<file path="config.mk">
export PLATFORM = sky130hd
export DESIGN_NAME = clock_divider_ctrl
export DESIGN_NICKNAME = d
export VERILOG_FILES = /design/src/rtl/clock_divider_pkg.sv /design/src/rtl/clock_divider_core.sv /design/src/rtl/clock_divider_ctrl.sv
export SDC_FILE = /design/constraint.sdc
export NUM_CORES = 1
export LEC_CHECK = 0
export BUFFER_PORTS_ARGS = -buffer_cell sky130_fd_sc_hd__buf_2
export CORE_AREA = 2 2 174 176
export CTS_BUF_LIST = sky130_fd_sc_hd__clkbuf_16
export DETAILED_ROUTE_END_ITERATION = 16
export DIE_AREA = 0 0 176 178
export REMOVE_ABC_BUFFERS = 1
export SETUP_SLACK_MARGIN = 0.2
export SYNTH_ARGS = -nofsm -noshare
export SYNTH_HDL_FRONTEND = slang
export SYNTH_SLANG_ARGS = --single-unit
</file>
<file path="constraint.sdc">
create_clock -name clock_in -period 10.7 [get_ports clock_in]
set_input_delay 2.14 -clock clock_in [delete_from_list [all_inputs] [get_ports clock_in]]
set_output_delay 2.14 -clock clock_in [all_outputs]
set_load 0.01 [all_outputs]
</file>
<file path="src/rtl/clock_divider_pkg.sv">
// clock_divider_pkg: state type, parameter defaults and ratio helper for the clock divider
package clock_divider_pkg;
  localparam int unsigned DEF_WIDTH = 36;
  localparam longint unsigned DEF_DIVIDE = 100000000;
  localparam int unsigned DEF_MIN_DIV = 2;
  typedef enum logic [1:0] {IDLE, RUN, DRAIN} state_t;
  function automatic logic [DEF_WIDTH-1:0] half(input logic [DEF_WIDTH-1:0] d);
    return d >> 1;
  endfunction
endpackage

</file>
<file path="src/rtl/clock_divider_core.sv">
// clock_divider_core: period counter, wrap detect and registered clock_out/tick generation
module clock_divider_core
  import clock_divider_pkg::*;
#(
  parameter int unsigned WIDTH = DEF_WIDTH
) (
  input  logic             clock_in,
  input  logic             reset,
  input  logic             en,
  input  logic             en_nxt,
  input  logic [WIDTH-1:0] active,
  input  logic [WIDTH-1:0] active_nxt,
  output logic             wrap,
  output logic             clock_out,
  output logic             tick
);
  localparam logic [WIDTH-1:0] ONE = 1;
  logic [WIDTH-1:0] cnt, cnt_nxt;
  assign wrap = en && cnt == active - ONE;
  // a count at or past the ratio restarts the period instead of running on
  assign cnt_nxt = (en && en_nxt && !wrap && cnt < active) ? cnt + ONE : '0;
  always_ff @(posedge clock_in) begin
    if (reset) begin
      cnt       <= '0;
      clock_out <= 1'b0;
      tick      <= 1'b0;
    end else begin
      cnt       <= cnt_nxt;
      clock_out <= en_nxt && cnt_nxt < half(active_nxt);
      tick      <= en_nxt && cnt_nxt == active_nxt - ONE;
    end
  end
endmodule

</file>
<file path="src/rtl/clock_divider_ctrl.sv">
// clock_divider_ctrl: run/stop sequencer with glitch-free ratio reload; CLOCK_DIVIDER_CTRL_PCOUNT_EN adds period_count
module clock_divider_ctrl
  import clock_divider_pkg::*;
#(
  parameter int unsigned      WIDTH       = DEF_WIDTH,
  parameter logic [WIDTH-1:0] DEFAULT_DIV = WIDTH'(DEF_DIVIDE),
  parameter logic [WIDTH-1:0] MIN_DIV     = WIDTH'(DEF_MIN_DIV)
) (
  input  logic             clock_in,
  input  logic             reset,
  input  logic             start,
  input  logic             stop,
  input  logic             cfg_valid,
  input  logic [WIDTH-1:0] cfg_divide,
  output logic             cfg_ready,
  output logic             cfg_err,
  output logic             clock_out,
  output logic             tick,
`ifdef CLOCK_DIVIDER_CTRL_PCOUNT_EN
  output logic [31:0]      period_count,
`endif
  output logic             busy
);
  state_t state, state_nxt;
  logic [WIDTH-1:0] active, active_nxt, pend;
  logic pend_v, wrap, go, xfer, bad, take_pend;
  assign go = start && !stop;
  assign busy = state != IDLE;
  assign cfg_ready = !busy || !pend_v;
  assign xfer = cfg_valid && cfg_ready;
  assign bad = cfg_divide < MIN_DIV;
  assign take_pend = busy && xfer && !bad;
  assign state_nxt = state == IDLE ? (go ? RUN : IDLE)
                   : state == RUN  ? (stop ? DRAIN : RUN)
                   : go ? RUN : wrap ? IDLE : DRAIN;
  // ratios only change while idle or exactly at a period boundary
  assign active_nxt = (wrap && pend_v) ? pend
                    : (!busy && xfer && !bad) ? cfg_divide : active;
  always_ff @(posedge clock_in) begin
    if (reset) begin
      state   <= IDLE;
      active  <= DEFAULT_DIV;
      pend    <= '0;
      pend_v  <= 1'b0;
      cfg_err <= 1'b0;
    end else begin
      state   <= state_nxt;
      active  <= active_nxt;
      cfg_err <= xfer && bad;
      pend_v  <= take_pend ? 1'b1 : wrap ? 1'b0 : pend_v;
      if (take_pend) pend <= cfg_divide;
    end
  end
  clock_divider_core #(.WIDTH(WIDTH)) u_core (
    .clock_in   (clock_in),
    .reset      (reset),
    .en         (busy),
    .en_nxt     (state_nxt != IDLE),
    .active     (active),
    .active_nxt (active_nxt),
    .wrap       (wrap),
    .clock_out  (clock_out),
    .tick       (tick)
  );
`ifdef CLOCK_DIVIDER_CTRL_PCOUNT_EN
  always_ff @(posedge clock_in) begin
    if (reset || (state == IDLE && state_nxt == RUN)) period_count <= '0;
    else if (tick && period_count != '1) period_count <= period_count + 32'd1;
  end
`endif
endmodule

</file>
==> impl_metrics.ini <==
[status]
status = complete, no violations

[yosys]
synth_seq_cells = 114
synthDistinctLibCells = 71
ys_warn_count = 0
synth_mux_area_share_pct = 14.3
yosysSeqAreaShare_pct = 22.5
synth_cells = 1258
synth_edf_count = 0
async_reset_ff_share_pct = 0
synth-compound-area-share_pct = 11.3
synth_simple_gate_area_share_pct = 26.7
synth_flop_cell = dfxtp_1
synth_top_family_by_area = simple AND/OR/NAND/NOR gates
synthXorXnorAreaFrac_pct = 11.6
avgSynthCellArea_sq_um = 8.07
synth_area_sq_um = 10100
yosys.area_share.adder_pct = 8.98

[power_and_ir_drop]
clkPwrFrac_pct = 41.9
ir_worst_vdd_v = 0.000122
power_leakage_nw = 4.96
seqPwrFrac_pct = 35.5
total_power_mw = 1.32
sw_frac_of_total_pct = 33.6
power_density_nw_per_um2 = 117
combPwrFrac_pct = 22.6
power.internal_mw = 0.874
p_sw_mw = 0.442

[cells_and_area]
multi_input_area_sq_um = 7410
syn_to_final_growth_pct = 11.0
drive_gt1_share_pct = 11.8
fillers = 3071
diodes = 0
seqCellArea_sq_um = 2280
finalInstanceArea_sq_um = 11300
final_net_count = 1386

[critical_path]
required_ps = 11050
endpoint_kind = register
crit_buf_inv = 2
critPathArrivalTime_ps = 7830
cp_cell_sequence = buf_2 -> or4_1 -> or4_1 -> o41ai_4 -> buf_4 -> mux2_2 -> mux2i_1 -> ha_1 -> nand3_1 -> mux2_2 -> nor3b_1 -> nand2b_1 -> mux2i_1 -> a21oi_1 -> or3_1 -> a2111oi_0 -> nand4_1 -> nor4_2
start_kind = primary input
r2r_start = active[9]$_SDFF_PP0_
crit_type = primary input to register
crit_path_max_incr_delay_ps = 610
slowest_stage = or4_1
crit_path_start = cfg_divide[13]
path_max_fanout = 45
critPathTopFamily = simple AND/OR/NAND/NOR gates

[routing]
initialDrtViolationCount = 963
avgRoutedWirePerCell_um = 21.2
routed_wirelength_um = 35500
vias = 9722
avgViaCountPerCell = 5.80
drt_pass1_iterations = 6
drc_errors = 0
ant_nets = 0

[sta]
grt_setup_unrepaired = false
finalHoldViolations = 0
fin_crit_ps = 7470
drv_slew = 0
worst_pin_slew_ps = 875
slew_headroom_pct = 40.9
fin_skew_ps = 13.7
max_freq_mhz = 134
fin_setup_tns_ps = 0
hold_slack_ps = 509
fin_crit_sh_pct = 69.8
setup_violations = 0

[clocking]
numCtsBuffers = 17
post_cts_buffers = 0
cts_resized = 0
root_buffer = clkbuf_16
htreeDepth = 4
ctsHoldBuffers = 0
clock_sinks = 114
clk_pin_slew_ps = 60
clockBufferDepth = 2
cts_tree = built
clock_latency_ps = 440

[floorplan]
rows = 63
die-area_sq_um = 31300
core-area_sq_um = 29400
fp.dieW_um = 176
initial_core_util_pct = 34.5
num_io_pins = 46
die_y_um = 178

[run]
drv_cap = 0

[hold_path]
hp-class = register to register
hold_start = pend[35]$_SDFFE_PP0P_

[placed_design]
dpl_cell_area_sq_um = 10700
gp_congestion = 0.998
portBuffers = 45
hpwl_um = 27600

[global_route]
overflow = 0
antenna_found_initial = 0
grt_max_degree = 70
grt_usage_pct = 22.8
grt_pass1_wl_um = 53900
grt_pass1_vias = 9029
==> stage by stage <==
step                worst slack (ps)  std cells  utilization [%]
floorplan                        319       1195                -
global placement                3040       1644             36.4
detailed placement              2900       1644             36.4
CTS                             3340       1676             38.3
global route                    2720       1676             38.3
finish                          3230       1676             38.3
==> logic make-up after synthesis <==
group	after synthesis
simple gates	521
compound gates	169
mux	135
xor+xnor	133
flops	114
buf+inv	113
fa+ha+maj	73
==> registers in the layout, indices dropped and copies added, names as in the netlist <==
| name | count |
|---|---|
| u_core.clock_out | 1 |
| u_core.tick | 1 |
| active | 36 |
| state | 2 |
| cfg_err | 1 |
| pend | 36 |
| u_core.cnt | 36 |
| pend_v | 1 |
==> metal layers <==
layer / wire (um) / global-route usage (%) / up-vias
met5: 0 / 0 / -
met4: 813 / 7.27 / 0
met3: 2670 / 3.52 / 48
met2: 15200 / 34.5 / 385
met1: 16700 / 32.9 / 4687
li1: - / - / 4602
==> placed cells by master (no fill, tap or decap), types with 5 or more instances in the layout <==
| cell | n |
|---|---|
| nand2_1 | 64 |
| a21o_1 | 21 |
| buf_4 | 15 |
| a21oi_1 | 29 |
| nand4_1 | 32 |
| clkbuf_16 | 17 |
| o21ai_0 | 37 |
| xor2_1 | 56 |
| or3_1 | 23 |
| o21a_1 | 9 |
| inv_1 | 51 |
| a211oi_1 | 8 |
| mux2i_2 | 5 |
| and3_1 | 17 |
| or4_1 | 11 |
| xnor2_1 | 76 |
| o211ai_1 | 10 |
| nor2_1 | 137 |
| buf_2 | 44 |
| a2111oi_0 | 5 |
| and4_1 | 5 |
| or2_2 | 7 |
| nand2b_1 | 20 |
| nand3_1 | 39 |
| ha_1 | 72 |
| o31ai_1 | 6 |
| nor4_1 | 39 |
| mux2_2 | 38 |
| dfxtp_1 | 114 |
| a31oi_1 | 10 |
| nor3_1 | 84 |
| mux2i_1 | 89 |
| nor2b_1 | 13 |
==> tightest hold or removal path: cells and delay by family (launching register included) <==
kind,cells,cell delay [ps]
DFF,1,330
and+or+nand+nor,1,80
muxes,1,70
==> cells in the mapped netlist, drive strengths merged (38+ instances only) <==
master	count	area (sq um)
clkbuf	44	165
dfxtp	114	2280
ha	72	901
inv	50	188
mux2	38	428
mux2i	97	1030
nand2	64	240
nand3	39	195
nor2	137	514
nor3	84	420
nor4	42	284
o21ai	39	195
xnor2	76	666
xor2	56	490
==> power by group through the flow <==
| stage | combinational (mW) | clock, mW | sequential [mW] |
|---|---|---|---|
| CTS | 0.292 | 0.561 | 0.466 |
| finish | 0.297 | 0.552 | 0.467 |
| floorplan | 0.198 | 0 | 0.465 |
| global placement | 0.287 | 0 | 0.475 |
| global route | 0.323 | 0.578 | 0.469 |
| detailed placement | 0.289 | 0 | 0.475 |
==> final timing paths <==
check                           slack, ps  depth (start not counted)                endpoint
worst max-delay path                 3230                         18  u_core.tick$_SDFF_PP0_
worst max register to register       3280                         19  u_core.tick$_SDFF_PP0_
worst min register to register        510                          2   pend[35]$_SDFFE_PP0P_
worst min-delay path                  510                          2   pend[35]$_SDFFE_PP0P_
==> layout make-up <==
type / instances / share of cell area (%)
clock buffer: 17 / 3.78
clock inverter: 15 / 1.21
inverter: 50 / 1.67
multi-input combinational: 1031 / 65.8
sequential: 114 / 20.3
tap: 390 / 4.33
timing repair buffer: 59 / 2.95
(Power assumes the default switching activity.)
